[src/rtl/ddr3_mem_arbiter_if.sv]
`default_nettype none
// ============================================================================
// Module   : ddr3_mem_arbiter_if
// Purpose  : Requester, response and memory-command signals of the arbiter.
// Revision : 1.0
// ============================================================================
interface ddr3_mem_arbiter_if #(
    parameter int ADDR_W = 27,
    parameter int DATA_W = 128
);
    logic              rq0_valid;
    logic              rq0_ready;
    logic              rq0_we;
    logic [ADDR_W-1:0] rq0_addr;
    logic [DATA_W-1:0] rq0_wdata;
    logic              rs0_valid;
    logic [DATA_W-1:0] rs0_data;

    logic              rq1_valid;
    logic              rq1_ready;
    logic              rq1_we;
    logic [ADDR_W-1:0] rq1_addr;
    logic [DATA_W-1:0] rq1_wdata;
    logic              rs1_valid;
    logic [DATA_W-1:0] rs1_data;

    logic              mem_valid;
    logic              mem_ready;
    logic              mem_we;
    logic [ADDR_W-1:0] mem_addr;
    logic [DATA_W-1:0] mem_wdata;
    logic              mem_rvalid;
    logic [DATA_W-1:0] mem_rdata;

    // Arbiter side
    modport slave (
        input  rq0_valid, rq0_we, rq0_addr, rq0_wdata,
        output rq0_ready, rs0_valid, rs0_data,
        input  rq1_valid, rq1_we, rq1_addr, rq1_wdata,
        output rq1_ready, rs1_valid, rs1_data,
        output mem_valid, mem_we, mem_addr, mem_wdata,
        input  mem_ready, mem_rvalid, mem_rdata
    );

    // Requesters and memory side
    modport master (
        output rq0_valid, rq0_we, rq0_addr, rq0_wdata,
        input  rq0_ready, rs0_valid, rs0_data,
        output rq1_valid, rq1_we, rq1_addr, rq1_wdata,
        input  rq1_ready, rs1_valid, rs1_data,
        input  mem_valid, mem_we, mem_addr, mem_wdata,
        output mem_ready, mem_rvalid, mem_rdata
    );
endinterface
`default_nettype wire

[src/rtl/ddr3_mem_arbiter.sv]
`default_nettype none
// ============================================================================
// Module   : ddr3_mem_arbiter
// Purpose  : Two-port DDR3 command arbiter, fixed priority to port 0 with a
//            starvation guard, registered command stage, in-order read tags.
// Options  : DDR3_ARB_STATS_EN adds stat_grant0/stat_grant1/stat_stall.
// Revision : 1.0
// ============================================================================
module ddr3_mem_arbiter #(
    parameter int ADDR_W          = 27,
    parameter int DATA_W          = 128,
    parameter int MAX_OUTSTANDING = 8,
    parameter int STARVE_LIMIT    = 4
) (
    input  logic                             clk,
    input  logic                             sys_rst,
    ddr3_mem_arbiter_if.slave                bus,
    output logic [$clog2(MAX_OUTSTANDING):0] rd_pending,
    output logic                             resp_err
`ifdef DDR3_ARB_STATS_EN
    ,
    output logic [31:0]                      stat_grant0,
    output logic [31:0]                      stat_grant1,
    output logic [31:0]                      stat_stall
`endif
);
    localparam int PTR_W = $clog2(MAX_OUTSTANDING);
    localparam int CNT_W = PTR_W + 1;
    localparam int SC_W  = $clog2(STARVE_LIMIT + 1);
    localparam logic [CNT_W-1:0] C_FIFO_FULL  = CNT_W'(MAX_OUTSTANDING);
    localparam logic [SC_W-1:0]  C_STARVE_MAX = SC_W'(STARVE_LIMIT);

    typedef enum logic [0:0] {
        S_IDLE  = 1'b0,
        S_ISSUE = 1'b1
    } state_t;

    state_t              r_state;
    state_t              w_state_nxt;

    logic                r_cmd_we;
    logic [ADDR_W-1:0]   r_cmd_addr;
    logic [DATA_W-1:0]   r_cmd_wdata;

    logic                r_tag [MAX_OUTSTANDING];
    logic [PTR_W-1:0]    r_wr_ptr;
    logic [PTR_W-1:0]    r_rd_ptr;
    logic [CNT_W-1:0]    r_count;
    logic [SC_W-1:0]     r_starve;

    logic                r_rs0_valid;
    logic                r_rs1_valid;
    logic [DATA_W-1:0]   r_rs0_data;
    logic [DATA_W-1:0]   r_rs1_data;
    logic                r_resp_err;

    logic                w_full;
    logic                w_empty;
    logic                w_elig0;
    logic                w_elig1;
    logic                w_grant0;
    logic                w_grant1;
    logic                w_push;
    logic                w_pop;
    logic                w_head;

    assign w_full  = (r_count == C_FIFO_FULL);
    assign w_empty = (r_count == '0);
    assign w_elig0 = bus.rq0_valid && (bus.rq0_we || !w_full);
    assign w_elig1 = bus.rq1_valid && (bus.rq1_we || !w_full);

    // The read slot is reserved at grant time, so a full FIFO can never be
    // overrun by a command that is already waiting in the issue register.
    assign w_push  = (w_grant0 && !bus.rq0_we) || (w_grant1 && !bus.rq1_we);
    assign w_pop   = bus.mem_rvalid && !w_empty;
    assign w_head  = r_tag[r_rd_ptr];

    always_comb begin
        w_state_nxt = r_state;
        w_grant0    = 1'b0;
        w_grant1    = 1'b0;
        if (r_state == S_IDLE) begin
            if (!sys_rst) begin
                if (w_elig1 && (!w_elig0 || r_starve == C_STARVE_MAX)) begin
                    w_grant1 = 1'b1;
                end else if (w_elig0) begin
                    w_grant0 = 1'b1;
                end
            end
            if (w_grant0 || w_grant1) begin
                w_state_nxt = S_ISSUE;
            end
        end else begin
            if (bus.mem_ready) begin
                w_state_nxt = S_IDLE;
            end
        end
    end

    always_ff @(posedge clk) begin
        if (sys_rst) begin
            r_state <= S_IDLE;
        end else begin
            r_state <= w_state_nxt;
        end
    end

    always_ff @(posedge clk) begin
        if (sys_rst) begin
            r_cmd_we    <= 1'b0;
            r_cmd_addr  <= '0;
            r_cmd_wdata <= '0;
        end else if (w_grant1) begin
            r_cmd_we    <= bus.rq1_we;
            r_cmd_addr  <= bus.rq1_addr;
            r_cmd_wdata <= bus.rq1_wdata;
        end else if (w_grant0) begin
            r_cmd_we    <= bus.rq0_we;
            r_cmd_addr  <= bus.rq0_addr;
            r_cmd_wdata <= bus.rq0_wdata;
        end
    end

    // Tag storage carries no reset; validity is tracked by the pointers and count
    always_ff @(posedge clk) begin
        if (w_push) begin
            r_tag[r_wr_ptr] <= w_grant1;
        end
    end

    always_ff @(posedge clk) begin
        if (sys_rst) begin
            r_wr_ptr <= '0;
            r_rd_ptr <= '0;
            r_count  <= '0;
        end else begin
            if (w_push) begin
                r_wr_ptr <= r_wr_ptr + 1'b1;
            end
            if (w_pop) begin
                r_rd_ptr <= r_rd_ptr + 1'b1;
            end
            if (w_push && !w_pop) begin
                r_count <= r_count + 1'b1;
            end else if (w_pop && !w_push) begin
                r_count <= r_count - 1'b1;
            end
        end
    end

    always_ff @(posedge clk) begin
        if (sys_rst || !bus.rq1_valid || w_grant1) begin
            r_starve <= '0;
        end else if (w_grant0 && r_starve != C_STARVE_MAX) begin
            r_starve <= r_starve + 1'b1;
        end
    end

    always_ff @(posedge clk) begin
        if (sys_rst) begin
            r_rs0_valid <= 1'b0;
            r_rs1_valid <= 1'b0;
            r_rs0_data  <= '0;
            r_rs1_data  <= '0;
            r_resp_err  <= 1'b0;
        end else begin
            r_rs0_valid <= w_pop && !w_head;
            r_rs1_valid <= w_pop && w_head;
            if (w_pop && !w_head) begin
                r_rs0_data <= bus.mem_rdata;
            end
            if (w_pop && w_head) begin
                r_rs1_data <= bus.mem_rdata;
            end
            if (bus.mem_rvalid && w_empty) begin
                r_resp_err <= 1'b1;
            end
        end
    end

    assign bus.rq0_ready = w_grant0;
    assign bus.rq1_ready = w_grant1;
    assign bus.rs0_valid = r_rs0_valid;
    assign bus.rs1_valid = r_rs1_valid;
    assign bus.rs0_data  = r_rs0_data;
    assign bus.rs1_data  = r_rs1_data;
    assign bus.mem_valid = (r_state == S_ISSUE);
    assign bus.mem_we    = r_cmd_we;
    assign bus.mem_addr  = r_cmd_addr;
    assign bus.mem_wdata = r_cmd_wdata;
    assign rd_pending    = r_count;
    assign resp_err      = r_resp_err;

`ifdef DDR3_ARB_STATS_EN
    logic [31:0] r_stat_grant0;
    logic [31:0] r_stat_grant1;
    logic [31:0] r_stat_stall;

    always_ff @(posedge clk) begin
        if (sys_rst) begin
            r_stat_grant0 <= '0;
            r_stat_grant1 <= '0;
            r_stat_stall  <= '0;
        end else begin
            if (w_grant0) begin
                r_stat_grant0 <= r_stat_grant0 + 32'd1;
            end
            if (w_grant1) begin
                r_stat_grant1 <= r_stat_grant1 + 32'd1;
            end
            if (r_state == S_ISSUE && !bus.mem_ready) begin
                r_stat_stall <= r_stat_stall + 32'd1;
            end
        end
    end

    assign stat_grant0 = r_stat_grant0;
    assign stat_grant1 = r_stat_grant1;
    assign stat_stall  = r_stat_stall;
`endif

endmodule
`default_nettype wire

[src/flat_wrapper.sv]
// flat-port wrapper written by rule: the top's interface ports become plain ports
module ddr3_mem_arbiter_flat 
#(
    parameter int ADDR_W          = 27,
    parameter int DATA_W          = 128,
    parameter int MAX_OUTSTANDING = 8,
    parameter int STARVE_LIMIT    = 4
)
  (clk, sys_rst, rd_pending, resp_err, bus_rq0_valid, bus_rq0_we, bus_rq0_addr, bus_rq0_wdata, bus_rq0_ready, bus_rs0_valid, bus_rs0_data, bus_rq1_valid, bus_rq1_we, bus_rq1_addr, bus_rq1_wdata, bus_rq1_ready, bus_rs1_valid, bus_rs1_data, bus_mem_valid, bus_mem_we, bus_mem_addr, bus_mem_wdata, bus_mem_ready, bus_mem_rvalid, bus_mem_rdata);
  ddr3_mem_arbiter_if #(.ADDR_W(ADDR_W), .DATA_W(DATA_W)) bus_i ();
  input  logic clk;
  input  logic sys_rst;
  output logic [$clog2(MAX_OUTSTANDING):0] rd_pending;
  output logic resp_err;
  input wire logic [$bits(bus_i.rq0_valid)-1:0] bus_rq0_valid;
  input wire logic [$bits(bus_i.rq0_we)-1:0] bus_rq0_we;
  input wire logic [$bits(bus_i.rq0_addr)-1:0] bus_rq0_addr;
  input wire logic [$bits(bus_i.rq0_wdata)-1:0] bus_rq0_wdata;
  output wire logic [$bits(bus_i.rq0_ready)-1:0] bus_rq0_ready;
  output wire logic [$bits(bus_i.rs0_valid)-1:0] bus_rs0_valid;
  output wire logic [$bits(bus_i.rs0_data)-1:0] bus_rs0_data;
  input wire logic [$bits(bus_i.rq1_valid)-1:0] bus_rq1_valid;
  input wire logic [$bits(bus_i.rq1_we)-1:0] bus_rq1_we;
  input wire logic [$bits(bus_i.rq1_addr)-1:0] bus_rq1_addr;
  input wire logic [$bits(bus_i.rq1_wdata)-1:0] bus_rq1_wdata;
  output wire logic [$bits(bus_i.rq1_ready)-1:0] bus_rq1_ready;
  output wire logic [$bits(bus_i.rs1_valid)-1:0] bus_rs1_valid;
  output wire logic [$bits(bus_i.rs1_data)-1:0] bus_rs1_data;
  output wire logic [$bits(bus_i.mem_valid)-1:0] bus_mem_valid;
  output wire logic [$bits(bus_i.mem_we)-1:0] bus_mem_we;
  output wire logic [$bits(bus_i.mem_addr)-1:0] bus_mem_addr;
  output wire logic [$bits(bus_i.mem_wdata)-1:0] bus_mem_wdata;
  input wire logic [$bits(bus_i.mem_ready)-1:0] bus_mem_ready;
  input wire logic [$bits(bus_i.mem_rvalid)-1:0] bus_mem_rvalid;
  input wire logic [$bits(bus_i.mem_rdata)-1:0] bus_mem_rdata;
  assign bus_i.rq0_valid = bus_rq0_valid;
  assign bus_i.rq0_we = bus_rq0_we;
  assign bus_i.rq0_addr = bus_rq0_addr;
  assign bus_i.rq0_wdata = bus_rq0_wdata;
  assign bus_rq0_ready = bus_i.rq0_ready;
  assign bus_rs0_valid = bus_i.rs0_valid;
  assign bus_rs0_data = bus_i.rs0_data;
  assign bus_i.rq1_valid = bus_rq1_valid;
  assign bus_i.rq1_we = bus_rq1_we;
  assign bus_i.rq1_addr = bus_rq1_addr;
  assign bus_i.rq1_wdata = bus_rq1_wdata;
  assign bus_rq1_ready = bus_i.rq1_ready;
  assign bus_rs1_valid = bus_i.rs1_valid;
  assign bus_rs1_data = bus_i.rs1_data;
  assign bus_mem_valid = bus_i.mem_valid;
  assign bus_mem_we = bus_i.mem_we;
  assign bus_mem_addr = bus_i.mem_addr;
  assign bus_mem_wdata = bus_i.mem_wdata;
  assign bus_i.mem_ready = bus_mem_ready;
  assign bus_i.mem_rvalid = bus_mem_rvalid;
  assign bus_i.mem_rdata = bus_mem_rdata;
  ddr3_mem_arbiter #(.ADDR_W(ADDR_W), .DATA_W(DATA_W), .MAX_OUTSTANDING(MAX_OUTSTANDING), .STARVE_LIMIT(STARVE_LIMIT)) u_core (.clk(clk), .sys_rst(sys_rst), .bus(bus_i), .rd_pending(rd_pending), .resp_err(resp_err));
endmodule
[config.mk]
export PLATFORM = sky130hd
export DESIGN_NAME = ddr3_mem_arbiter_flat
export DESIGN_NICKNAME = d
export VERILOG_FILES = /design/src/rtl/ddr3_mem_arbiter_if.sv /design/src/rtl/ddr3_mem_arbiter.sv /design/src/flat_wrapper.sv
export SDC_FILE = /design/constraint.sdc
export NUM_CORES = 1
export LEC_CHECK = 0
export ABC_AREA = 0
export CAP_MARGIN = 10
export CORE_AREA = 10 10 334 336
export DETAILED_ROUTE_END_ITERATION = 8
export DIE_AREA = 0 0 344 346
export PLACE_DENSITY = 0.54
export SETUP_SLACK_MARGIN = 0.5
export SYNTH_ARGS = -nofsm -noshare
export SYNTH_HDL_FRONTEND = slang
export SYNTH_SLANG_ARGS = --single-unit
[constraint.sdc]
create_clock -name clk -period 3.2 [get_ports clk]
set_input_delay 0.96 -clock clk [delete_from_list [all_inputs] [get_ports clk]]
set_output_delay 0.96 -clock clk [all_outputs]
set_load 0.1 [all_outputs]
==> flow_summary.json, run 1 <==
{
  "irDropWorstVdd_mv": 0.482,
  "largest_net_degree_at_the_start_of_global_routing": 200,
  "nNetsFinal": 3273,
  "worst_pin_slew_ps": 868,
  "postSynthRegisterBits": 440,
  "cts-root-buf": "sky130_fd_sc_hd__clkbuf_16",
  "start_util": 0.191,
  "worstSetupPathType": "primary input to output port",
  "clk_transition_reported_paths_ps": 60,
  "detailed_route_drc_error_count": 0,
  "count_of_different_cell_masters_after_synthesis": 47,
  "yosys.area.top_type_share": 0.433,
  "tritoncts.num_buffers": 53,
  "drt-initial-drc-count": 1092,
  "main_area_contributors_after_synthesis": "sky130_fd_sc_hd__dfxtp_1 43%, sky130_fd_sc_hd__mux2i_1 13%, sky130_fd_sc_hd__nand2b_1 12%, sky130_fd_sc_hd__o211a_1 7.8%, sky130_fd_sc_hd__nand3b_1 5.9%",
  "pre_repair_dr_iteration_count": 5,
  "violations": "setup timing",
  "totalWireLength_mm": 92.3,
  "dp_cells": 4147,
  "synth_top_cell_by_area": "sky130_fd_sc_hd__dfxtp_1",
  "maxClockFrequency_ghz": 0.307,
  "syn_avg_cell_area_um2": 10.0,
  "io_pins": 868,
  "cap_viol_max_count": 0,
  "crit_path_start_kind": "primary input",
  "place.port_buffers": 867,
  "timing.hold.worst.class": "flop to flop",
  "p_int_mw": 13.8,
  "area_share_of_and_or_nand_nor_cells_after_synthesis": 0.196,
  "cpMostUsedCell": "sky130_fd_sc_hd__buf_4",
  "grt_pass1_wl_mm": 131,
  "synthXorXnorAreaFrac": 0.00219,
  "setup_ws_ps": -54.8,
  "net-switching-power_mw": 12.4,
  "outcome": "complete, but fails checks",
  "layout-area-overhead-vs-synth_pct": 56.8,
  "timing.final.setup_violations": 2,
  "worstPathCellList": "dlygate4sd2_1 -> a21boi_1 -> buf_4 -> o21ai_4 -> nor4b_4 -> buf_4 -> buf_12",
  "synth-warning-count": 0,
  "synth_edf_count": 8,
  "power_frac_clock": 0.248,
  "wl_per_cell_um": 21.7,
  "switching_share": 0.473,
  "tritoncts": "built",
  "placement_rows": 119,
  "grt_remaining_overflow": 0,
  "cp.arrival_ps": 2290,
  "finalMaxSlewViolations": 0,
  "synth_top_family_by_area": "simple AND/OR/NAND/NOR gates",
  "worst_skew_pair.late_latency_ps": 620,
  "dr_total_vias": 17800,
  "share_of_synthesized_cell_area_in_full_adder_half_adder_and_majority_cells": 0.00539,
  "max_stage_delay_ps": 320,
  "dieArea_mm2": 0.119,
  "vias_in_the_first_global_route": 18000,
  "critical_path.endpoint_type": "output port",
  "critical_path_peak_fanout": 5,
  "fp.dieW_um": 344,
  "synth_nets": 2450,
  "synth-seq-area-share": 0.445,
  "clockBufferDepth": 3,
  "drtAntennaViolNets": 0,
  "power_leakage_nw": 14.5,
  "instances_no_fill": 4264,
  "yosys-mux-area-fraction": 0.133,
  "post-dp-hpwl_mm": 71.2,
  "final_hold_viol_count": 0,
  "timing.critical_path.slowest_stage_cell": "sky130_fd_sc_hd__a21boi_1",
  "final_util": 0.299,
  "min_period_over_period": 1.02,
  "syn-instance-count": 1996,
  "globalRouteTotalUtil": 0.145,
  "cellPowerDensity_mw_per_mm2": 834,
  "worst_clock_skew_ps": 23.9,
  "area_of_the_mapped_netlist_mm2": 0.0200,
  "synth_compound_gate_area_share": 0.137,
  "cts.sink_count": 440,
  "viasPerCell": 4.17,
  "cts.htree.levels": 2,
  "combinationalPowerShare": 0.484,
  "crit_path_time_final_ps": 3250,
  "drive_gt1_frac": 0.219,
  "cts_hold_repair.buffers": 0,
  "worstPathRequired_ps": 2240,
  "synth_ff_type": "sky130_fd_sc_hd__dfxtp_1",
  "grt_antenna_before_repair": 32,
  "core_region_area_mm2": 0.105,
  "die_y_um": 346,
  "place_congestion": 0.858,
  "ys_async_sr_fraction": 0,
  "seq_power_share": 0.268,
  "relSlewSlack": 0.422,
  "setup_repair_after_global_routing_missed_its_margin": "true"
}
## metrics by stage
stage	setup WS, ps	hold WS, ps	cell area [µm²]	TNS [ps]	power, mW
2_1_floorplan	-366	485	20100	-366	16.4
3_3_place_gp	-380	457	29300	-4400	19.8
3_5_place_dp	-391	461	29300	-8020	19.8
4_1_cts	-106	476	31200	-141	26.4
5_1_grt	-155	485	31300	-283	27.1
6_report	-54.8	471	31300	-77.5	26.1
## synth_stat cells, drive strengths merged (2+ instances only)
| master | n |
|---|---|
| and2 | 2 |
| nand3b | 156 |
| nor3 | 6 |
| ha | 7 |
| buf | 105 |
| nand2b | 388 |
| nor4 | 3 |
| a21oi | 10 |
| o21ai | 6 |
| a31oi | 155 |
| or3 | 2 |
| o211a | 155 |
| nand2 | 4 |
| nor2 | 17 |
| and4b | 2 |
| nor2b | 3 |
| inv | 163 |
| nor4b | 4 |
| xnor2 | 3 |
| dfxtp | 432 |
| edfxtp | 8 |
| mux2i | 265 |
| nand3 | 4 |
| xor2 | 2 |
| clkbuf | 76 |
| and3 | 2 |
| nor3b | 2 |
## flip-flops by register name, summed over array words and instances (netlist names), named ones only
| signal | cells |
|---|---|
| u_core.bus.mem_addr | 27 |
| u_core.r_rd_ptr | 3 |
| u_core.bus.mem_wdata | 128 |
| u_core.r_tag | 8 |
| u_core.bus.rs0_valid | 1 |
| u_core.bus.rs1_valid | 1 |
| u_core.rd_pending | 4 |
| u_core.bus.mem_we | 1 |
| u_core.r_wr_ptr | 3 |
| u_core.resp_err | 1 |
| u_core.bus.mem_valid | 1 |
| u_core.r_starve | 3 |
| u_core.bus.rs1_data | 128 |
| u_core.bus.rs0_data | 128 |
## routing by layer
metal	track usage	part of all wire	vias to the layer above
li1	-	-	8559
met1	0.166	0.40	8403
met2	0.247	0.48	696
met3	0.0553	0.098	120
met4	0.0430	0.024	10
met5	0	0.00075	-
## cell families after synthesis
kind of cell / Yosys count
DFF: 440
AOI/OAI and AO/OA: 336
adders and majority gates: 8
and+or+nand+nor: 597
xor gates and xnor gates: 5
buffers and inverters: 344
muxes: 266
## critical path: cells and delay by family
kind                   cells  cell delay [ps]
buffers and inverters      4              820
AOI/OAI and AO/OA          2              370
and+or+nand+nor            1              130
## area by class of cell
class	instances	area, µm²
antenna	11	27.5
clock buffer	78	1580
timing repair buffer	949	8590
inverter	163	612
multi-input combinational	1212	9590
clock inverter	20	270
sequential	440	8910
fill	11200	73500
tap	1391	1740
## power by group through the flow
stage / Clock (mW) / Sequential [mW] / Combinational, mW
floorplan: 0 / 13.5 / 2.97
global placement: 0 / 7.15 / 12.6
detailed placement: 0 / 7.16 / 12.6
CTS: 6.67 / 7.01 / 12.7
global route: 6.89 / 7.12 / 13.1
finish: 6.48 / 7.01 / 12.6
## layout by cell type (no fill, tap or decap), types with 3 or more instances in the layout
cell / instances
sky130_fd_sc_hd__clkinv_2: 8
sky130_fd_sc_hd__nor2_1: 17
sky130_fd_sc_hd__nand2b_1: 387
sky130_fd_sc_hd__nand2_1: 3
sky130_fd_sc_hd__a21oi_4: 3
sky130_fd_sc_hd__nand3_1: 4
sky130_fd_sc_hd__clkdlybuf4s50_1: 441
sky130_fd_sc_hd__buf_4: 476
sky130_fd_sc_hd__a31oi_1: 155
sky130_fd_sc_hd__dfxtp_2: 3
sky130_fd_sc_hd__o211a_1: 155
sky130_fd_sc_hd__clkbuf_16: 54
sky130_fd_sc_hd__xnor2_1: 3
sky130_fd_sc_hd__nor3_1: 6
sky130_fd_sc_hd__dlygate4sd2_1: 3
sky130_fd_sc_hd__nor2b_1: 3
sky130_fd_sc_hd__clkbuf_8: 14
sky130_fd_sc_hd__bufinv_16: 6
sky130_fd_sc_hd__diode_2: 11
sky130_fd_sc_hd__buf_12: 26
sky130_fd_sc_hd__ha_1: 4
sky130_fd_sc_hd__inv_6: 4
sky130_fd_sc_hd__clkbuf_1: 10
sky130_fd_sc_hd__inv_1: 161
sky130_fd_sc_hd__mux2i_1: 265
sky130_fd_sc_hd__dfxtp_4: 4
sky130_fd_sc_hd__nand3b_1: 156
sky130_fd_sc_hd__dfxtp_1: 425
sky130_fd_sc_hd__nor4_1: 3
sky130_fd_sc_hd__a21oi_1: 6
sky130_fd_sc_hd__edfxtp_1: 8
## path summary, 6_finish.rpt
kind / start / end / slack, ps / cells after the start
worst max-delay path: bus_rq0_valid / bus_rq1_ready / -50 / 7
worst min-delay path: u_core.bus.rs1_data[94]$_SDFFE_PP0P_ / u_core.bus.rs1_data[94]$_SDFFE_PP0P_ / 470 / 2
worst max register to register: u_core.rd_pending[0]$_SDFFE_PP0P_ / u_core.bus.mem_wdata[95]$_SDFFE_PP0P_ / 640 / 9
worst min register to register: u_core.bus.rs1_data[94]$_SDFFE_PP0P_ / u_core.bus.rs1_data[94]$_SDFFE_PP0P_ / 470 / 2
## what timing repair did
item	CTS	global route
endpoints found under the setup margin	3	3
gates resized for setup	7	6
cloned	0	0
pin swaps	3	5
buffers inserted	6	2
endpoints found under the hold margin	0	0
No activity file was read; power rests on OpenSTA's default activity.
==> inputs of run 2 (changes only) <==
--- a/config.mk
+++ b/config.mk
@@ -12,6 +12,7 @@
 export DIE_AREA = 0 0 344 346
 export PLACE_DENSITY = 0.54
 export SETUP_SLACK_MARGIN = 0.5
+export SLEW_MARGIN = 25
 export SYNTH_ARGS = -nofsm -noshare
 export SYNTH_HDL_FRONTEND = slang
 export SYNTH_SLANG_ARGS = --single-unit
==> results of run 2 <==
Same layout as run 1: the final DEF is identical, and so are final timing and power.
